===== src/rtl/noc_inject_pkg.sv =====
// Shared types for the NoC injection scheduler.
// Packet width and output-stage state encoding.
package noc_inject_pkg;

  localparam int WIDTH_packet = 14;

  typedef logic [WIDTH_packet-1:0] packet_t;

  typedef enum logic {
    EMPTY,
    FULL
  } out_state_t;

endpackage


===== src/rtl/noc_inject_rr_arbiter.sv =====
// Combinational round-robin picker.
// Searches from lastGrant+1 upward; the pointer register lives in the parent.
module rr_arbiter #(
  parameter  int N  = 4,
  localparam int PW = $clog2(N)
) (
  input  logic [N-1:0]  req,
  input  logic [PW-1:0] lastGrant,
  input  logic          en,
  output logic [N-1:0]  gnt
);

  logic          found;
  logic [PW-1:0] idx;
  int            pos;

  always_comb begin
    gnt   = '0;
    found = 1'b0;
    idx   = '0;
    pos   = 0;
    for (int k = 1; k <= N; k++) begin
      pos = int'(lastGrant) + k;
      if (pos >= N) pos = pos - N;
      idx = PW'(pos);
      if (en && !found && req[idx]) begin
        gnt[idx] = 1'b1;
        found    = 1'b1;
      end
    end
  end

endmodule


===== src/rtl/noc_inject_arbiter.sv =====
// Injection scheduler: round-robin over N_SRC sources with per-source
// injection gap, one-entry output register and delivered-packet counter.
module noc_inject_arbiter #(
  parameter int N_SRC        = 4,
  parameter int WIDTH_packet = noc_inject_pkg::WIDTH_packet,
  parameter int GAP          = 2,
  parameter int CNT_W        = 16
) (
  input  logic                          clk,
  input  logic                          reset,
  input  logic                          enable,
  input  logic [N_SRC-1:0]              in_valid,
  input  logic [N_SRC*WIDTH_packet-1:0] in_data,
  output logic [N_SRC-1:0]              in_ready,
  output logic                          out_valid,
  output logic [WIDTH_packet-1:0]       out_data,
  input  logic                          out_ready,
  output logic [CNT_W-1:0]              sent_count
);

  import noc_inject_pkg::*;

  localparam int PW = $clog2(N_SRC);
  localparam int GW = (GAP < 1) ? 1 : $clog2(GAP + 1);
  localparam logic [GW-1:0] GAP_V = GW'(GAP);

  out_state_t              state;
  logic [PW-1:0]           lastGrant;
  logic [GW-1:0]           gapCnt [N_SRC];
  logic [N_SRC-1:0]        elig;
  logic [N_SRC-1:0]        gnt;
  logic                    loadOk;
  logic                    grant;
  logic [PW-1:0]           gIdx;
  logic [WIDTH_packet-1:0] gData;

  assign out_valid = (state == FULL);
  assign loadOk    = !out_valid || out_ready;

  always_comb begin
    elig = '0;
    for (int i = 0; i < N_SRC; i++)
      elig[i] = in_valid[i] && (gapCnt[i] == '0);
  end

  // Reset gates the enable so in_ready is silent while reset is held.
  rr_arbiter #(
    .N(N_SRC)
  ) uArb (
    .req      (elig),
    .lastGrant(lastGrant),
    .en       (enable && loadOk && !reset),
    .gnt      (gnt)
  );

  assign in_ready = gnt;
  assign grant    = |gnt;

  always_comb begin
    gIdx  = '0;
    gData = '0;
    for (int i = 0; i < N_SRC; i++) begin
      if (gnt[i]) begin
        gIdx  = PW'(i);
        gData = in_data[i*WIDTH_packet +: WIDTH_packet];
      end
    end
  end

  always_ff @(posedge clk or posedge reset) begin
    if (reset) begin
      state      <= EMPTY;
      out_data   <= '0;
      lastGrant  <= PW'(N_SRC - 1);
      sent_count <= '0;
      for (int i = 0; i < N_SRC; i++)
        gapCnt[i] <= '0;
    end else begin
      if (out_valid && out_ready)
        sent_count <= sent_count + 1'b1;
      unique case (state)
        EMPTY: if (grant) state <= FULL;
        FULL:  if (out_ready && !grant) state <= EMPTY;
      endcase
      if (grant) begin
        out_data  <= gData;
        lastGrant <= gIdx;
      end
      for (int i = 0; i < N_SRC; i++) begin
        if (gnt[i])
          gapCnt[i] <= GAP_V;
        else if (gapCnt[i] != '0)
          gapCnt[i] <= gapCnt[i] - 1'b1;
      end
    end
  end

endmodule


===== config.mk =====
export PLATFORM = sky130hd
export DESIGN_NAME = noc_inject_arbiter
export DESIGN_NICKNAME = d
export VERILOG_FILES = /design/src/rtl/noc_inject_pkg.sv /design/src/rtl/noc_inject_rr_arbiter.sv /design/src/rtl/noc_inject_arbiter.sv
export SDC_FILE = /design/constraint.sdc
export NUM_CORES = 1
export LEC_CHECK = 0
export BUFFER_PORTS_ARGS = -buffer_cell sky130_fd_sc_hd__buf_2
export CAP_MARGIN = 15
export CORE_UTILIZATION = 50
export DETAILED_ROUTE_END_ITERATION = 16
export HOLD_SLACK_MARGIN = 0.12
export PLACE_DENSITY_LB_ADDON = 0.08
export SYNTH_ARGS = -nofsm -noshare
export SYNTH_HDL_FRONTEND = slang
export SYNTH_SLANG_ARGS = --single-unit

===== constraint.sdc =====
create_clock -name clk -period 6.4 [get_ports clk]
set_clock_uncertainty 0.15 [all_clocks]
set_input_delay 0.64 -clock clk [delete_from_list [all_inputs] [get_ports clk]]
set_output_delay 0.64 -clock clk [all_outputs]
set_load 0.005 [all_outputs]

* Yosys cells after proc, flatten, opt, wreduce, memory -nomap -nowiden
Cells that the tools add are included.
** Storage, ports and cells
- Register bits :: 41
- Input bits :: 64
- Output and inout bits :: 35
- Word-level logic and storage cells :: 121
** Cells by class
- $add $sub $neg :: 13
- $lt $le $gt $ge :: 12
- Mux-type cells :: 45
- Bitwise operators :: 4
- Reduce and logical (&&, ||, !) cells :: 39
** Operator list (count)
- $mux 14 :: 4
- $mux 2 :: 14
- $logic_and 1x1->1 :: 19
- $add 16x1->16 const B :: 1
- $mux 4 :: 4
- $reduce_bool 2->1 :: 8
- $sub 2x1->2 const B :: 8
- $mux 1 :: 14
- $lt 2x3->1 const B :: 4
- $or 4x4->4 :: 3
- $ge 3x3->1 const B :: 3
- $bmux 1 s2 :: 4
- $demux 1 s2 :: 4
- $ge 2x1->1 const B :: 4
- $logic_not 2->1 :: 4
- $add 2x2->3 const B :: 2
- $logic_not 1->1 :: 6
- $add 2x3->4 const B :: 1
- $ge 4x3->1 const B :: 1
- $reduce_or 4->1 :: 1
- $add 2x1->3 const B :: 1
- $pmux 1 s2 :: 1
- $logic_or 1x1->1 :: 1
- $not 1->1 :: 1

* Depth between registers and ports, before layout
- Depth in word-level cells :: 24
- Gate-level depth with buffers :: 13
- Gate-level depth less buffers :: 11

* Cells and area by module
A second synthesis with hierarchy kept.
** Unflattened totals
- Cells, all modules :: 239
- Area total of the unflattened synthesis :: 2432.3 um2
** Modules (own cells, without submodules)
- noc_inject_arbiter :: instances 1, cells each 194, area each 2040.7 um2, sequential area each 1028.5 um2
- rr_arbiter :: instances 1, cells each 45, area each 391.6 um2, sequential area each 0.0 um2

* Least setup slack after synthesis
Ideal clock, no wire load.
- Kind :: input port to output port
- From :: input port reset
- To :: output port in_ready[3]
- Arrival time :: 3.106 ns
- Data required time :: 5.610 ns
- Path slack :: 2.504 ns
- Cell stages on the path :: 8
- Path buffers :: 2
- Cell sequence :: inv_1 > nand3_1 > nor4_4 > a32oi_1 > o21a_1 > buf_2 > inv_2 > buf_2
** On the way
- Word-level cells in the longest chain between the ends :: 16
- Elaborated cells on any way between the ends :: 22
- Those cells by class :: 7 x mux; 3 x bitwise; 12 x reduce/logical
** RTL lines
- start: declaration :: RTL line noc_inject_arbiter.sv:10 : input logic reset,
- $logic_not 1->1 (no source line) (*)
- $logic_and 1x1->1 (*) :: RTL line noc_inject_arbiter.sv:52 : .en (enable && loadOk && !reset),
- $logic_and 1x1->1 :: RTL line noc_inject_rr_arbiter.sv:26 : if (en && !found && req[idx]) begin
- $mux 1 :: RTL line noc_inject_rr_arbiter.sv:26
- $logic_not 1->1 :: RTL line noc_inject_rr_arbiter.sv:26
- $logic_and 1x1->1 (2 in series) :: RTL line noc_inject_rr_arbiter.sv:26
- $mux 1 :: RTL line noc_inject_rr_arbiter.sv:26
- $logic_not 1->1 :: RTL line noc_inject_rr_arbiter.sv:26
- $logic_and 1x1->1 (2 in series) :: RTL line noc_inject_rr_arbiter.sv:26
- $mux 1 :: RTL line noc_inject_rr_arbiter.sv:26
- $logic_not 1->1 :: RTL line noc_inject_rr_arbiter.sv:26
- $logic_and 1x1->1 (2 in series) :: RTL line noc_inject_rr_arbiter.sv:26
- $mux 4 (*) :: RTL line noc_inject_rr_arbiter.sv:26
- end: declaration :: RTL line noc_inject_arbiter.sv:14 : output logic [N_SRC-1:0] in_ready,
Every way passes the cells marked *; elsewhere a longest branch is shown, timed or not.

* Worst setup path after layout
- From :: register lastGrant[0]
- To :: output port in_ready[3]
** On the way
- Word-level cells in the longest chain between the ends :: 19
- Elaborated cells on any way between the ends :: 64
- Those cells by class :: 8 x add/sub; 12 x order compare; 27 x mux; 3 x bitwise; 14 x reduce/logical
** RTL lines
- start: declaration :: RTL line noc_inject_arbiter.sv:28 : logic [PW-1:0] lastGrant;
- start signal: assignment :: RTL line noc_inject_arbiter.sv:74 : lastGrant <= PW'(N_SRC - 1);
- start signal: assignment :: RTL line noc_inject_arbiter.sv:87 : lastGrant <= gIdx;
- parallel branches: the longest is 18 deep, another holds $add 2x1->3
- $mux 4 (*) :: RTL line noc_inject_rr_arbiter.sv:26
Mark *: on every way between the ends. The select of a mux whose other input is x is not followed.

==> impl_metrics.env <==
export IMPL_power_per_cell_area_nw_per_um2=369
export IMPL_syn_nets=312
export IMPL_max_slew_margin_pct=43.5
export IMPL_yosys_area_top_type_share_pct=39.0
export IMPL_hold_path_class="reg -> reg"
export IMPL_clkTransAtPathRegs_ps=80
export IMPL_antennaDiodeCount=0
export IMPL_drv_slew=0
export IMPL_setup_violations_final=0
export IMPL_detail_route_wl_per_cell_um=13.4
export IMPL_drt_initial_drc_count=76
export IMPL_postSynth_asyncResetShare_pct=100
export IMPL_post_route_cells_drive_above_1_share_pct=40.0
export IMPL_final_nets=410
export IMPL_cp_end_kind="primary output"
export IMPL_die_y_um=72.7
export IMPL_critPathArrivalTime_ps=3140
export IMPL_post_cts_repair_setup_buffers=0
export IMPL_dp_cells=394
export IMPL_num_io_pins=99
export IMPL_synth_top_cell_by_area="dfrtp_1"
export IMPL_std_cell_rows=25
export IMPL_vdd_ir_drop_max_mv=0.193
export IMPL_cts_resized=0
export IMPL_grt_pass1_vias=2021
export IMPL_finalWorstSetupSlack_ps=2470
export IMPL_synth_xor_area_share_pct=6.66
export IMPL_critPathMaxStageDelay_ps=640
export IMPL_post_synth_cell_area_avg_um2=10.6
export IMPL_route_vias_total=2119
export IMPL_maximum_number_of_pins_on_one_net_before_global_route_repair=43
export IMPL_synthesis_area_um2=2500
export IMPL_final_cell_count_no_fill=402
export IMPL_final_min_period_over_clock_period_pct=61.5
export IMPL_grt_pass1_wl_um=8830
export IMPL_globalRouteOverflowTotal=0
export IMPL_run_status="finished clean"
export IMPL_core_utilization_of_the_finished_layout_pct=65.2
export IMPL_dominant_register_cell_in_the_synthesized_netlist="dfrtp_1"
export IMPL_synthTopCellsByArea="dfrtp_1 (39%), a221oi_2 (6.0%), ha_1 (6.0%), a21o_1 (4.2%), xor2_1 (3.9%)"
export IMPL_hold_buf_count_cts=0
export IMPL_clk_path_buf_depth=2
export IMPL_crit_path_frequent_cell="inv_2"
export IMPL_timing_critical_path_required_ps=5610
export IMPL_cts_sinks=41
export IMPL_post_route_min_period_ps=3930
export IMPL_sequential_share_of_the_synthesized_area_pct=41.1
export IMPL_coreArea_um2=4750
export IMPL_initial_antenna_violation_count=0
export IMPL_tritonroute_pass_1_iters=4
export IMPL_clk_latency_ps=290
export IMPL_fp_dieArea_um2=5290
export IMPL_number_of_maximum_capacitance_constraint_violations=0
export IMPL_die_width_um=72.7
export IMPL_drc_errors=0
export IMPL_cts_buffers=5
export IMPL_synth_compound_area_share_pct=19.2
export IMPL_cpMaxStageDelayCell="dfstp_2"
export IMPL_antenna_violating_nets_post_route=0
export IMPL_synth_mux_area_fraction_pct=5.41
export IMPL_final_hold_viol_count=0
export IMPL_worstPathCellList="inv_2, ha_1, mux4_2, nor3b_4, a32oi_1, o21a_1, inv_2, buf_2"
export IMPL_fmaxAchievable_ghz=0.254
export IMPL_synth_top_family_by_area="compound AO/OA/AOI/OAI gates"
export IMPL_area_growth_pct=24.0
export IMPL_synth_warnings=0
export IMPL_path_class="reg -> out"
export IMPL_gpl_final_weighted_congestion=0.882
export IMPL_yosys_register_bits=41
export IMPL_crit_path_start_kind="flip-flop"
export IMPL_tritoncts="built"
export IMPL_syn_instance_count=236
export IMPL_globalRouteTotalUtil_pct=21.5
export IMPL_root_buffer="clkbuf_8"
export IMPL_number_of_enable_type_register_cells_in_the_synthesized_netlist=0
export IMPL_worstMarginPinSlew_ps=842
export IMPL_port_buffers=98
export IMPL_initial_util_pct=52.6
export IMPL_rsz0062_at_grt="no"
export IMPL_cts_htree_levels=2
export IMPL_post_synth_and_or_nand_nor_area_fraction_pct=17.3
export IMPL_place_detailed_hpwl_um=4110
export IMPL_routed_wirelength_um=5380
export IMPL_vias_per_cell=5.27
export IMPL_fin_tns_setup_ps=0
export IMPL_power_leakage_nw=1.76
export IMPL_synth_cell_type_count=43
export IMPL_dpl_worst_slack_ps=2530
export IMPL_critical_path_peak_fanout=19
export IMPL_yosys_area_share_adder_pct=6.01
registers in the layout, summed over array words and instances (netlist names):
name        count
out_data       14
sent_count     16
gapCnt          8
lastGrant       2
out_valid       1
logic make-up after synthesis:
| logic type | count (synthesis) |
|---|---|
| simple gates | 80 |
| compound gates | 56 |
| flops | 41 |
| buf+inv | 20 |
| xor+xnor | 19 |
| fa+ha+maj | 12 |
| mux | 8 |
area by class of cell:
class | count | area (um2)
Fill cell | 417 | 1660
Multi-Input combinational cell | 175 | 1360
Sequential cell | 41 | 1030
Timing Repair Buffer | 99 | 498
Tap cell | 67 | 83.8
Clock buffer | 7 | 76.3
Inverter | 12 | 45.0
Clock inverter | 1 | 5.00
per-stage QoR:
stage / total power, mW / hold WS (ps) / cell area [um2]
finish: 1.14 / 320 / 3100
global route: 1.25 / 353 / 3100
CTS: 1.16 / 330 / 3100
detailed placement: 0.995 / 316 / 3020
global placement: 0.974 / 305 / 3020
floorplan: 0.839 / 318 / 2500
final timing paths:
| path | start | to | slack [ps] | cells after the start |
|---|---|---|---|---|
| setup reg to reg | lastGrant[0] | out_data[8] | 2600 | 10 |
| max in group asynchronous | reset | lastGrant[0] | 5380 | 3 |
| min in group asynchronous | reset | out_data[10] | 350 | 3 |
| setup / recovery | lastGrant[0] | in_ready[3] | 2470 | 8 |
| hold reg to reg | sent_count[15] | sent_count[15] | 320 | 1 |
| hold / removal | sent_count[15] | sent_count[15] | 320 | 1 |
Yosys cell counts (2+ instances only):
master / instances
ha_1: 12
nand3_1: 6
mux4_2: 3
dfrtp_1: 39
a221oi_1: 4
and4_1: 2
a32oi_1: 3
a22oi_1: 3
and2_1: 4
or2_2: 3
a221oi_2: 10
nor4_4: 2
a21o_1: 14
nor2_1: 24
and3_1: 7
buf_6: 4
o21ai_0: 4
o21ai_1: 10
nand2_1: 25
inv_1: 10
xor2_1: 11
buf_2: 3
nor3b_4: 2
inv_2: 2
xnor2_1: 8
dfstp_2: 2
mux2i_1: 3
metal layers:
metal / vias to the layer above / share of wire, % / global-route usage [%]
met5: - / 0 / 0
met4: 0 / 0.86 / 7.41
met3: 5 / 4.8 / 3.59
met2: 62 / 53 / 39.0
met1: 1010 / 41 / 25.6
li1: 1042 / - / -
report_power, final:
part / total, mW / internal (mW) / switching, mW
clock: 0.163 / 0.0766 / 0.0861
combinational: 0.558 / 0.271 / 0.287
sequential: 0.424 / 0.361 / 0.0637
placed cells by master (no fill, tap or decap), types with 2 or more instances in the layout:
cell,n
a21o_1,14
a221oi_1,4
a221oi_2,10
a22oi_1,3
a32oi_1,3
and2_1,4
and3_1,7
and4_1,2
buf_2,98
clkbuf_1,2
clkbuf_8,5
dfrtp_1,39
dfstp_2,2
ha_1,12
inv_1,9
inv_2,2
mux2i_1,3
mux4_2,3
nand2_1,25
nand3_1,6
nor2_1,24
nor3b_4,2
nor4_4,2
o21ai_0,4
o21ai_1,10
or2_2,3
xnor2_1,8
xor2_1,11
worst max-delay path, delay by kind of cell (launching register included):
family / cells / cell delay [ps]
flip-flops: 1 / 640
AND/OR/NAND/NOR: 1 / 190
adder cells (fa/ha/maj): 1 / 320
AO/OA/AOI/OAI: 2 / 750
buffers and inverters: 3 / 610
multiplexers: 1 / 340
No activity file was read; power rests on OpenSTA's default activity.
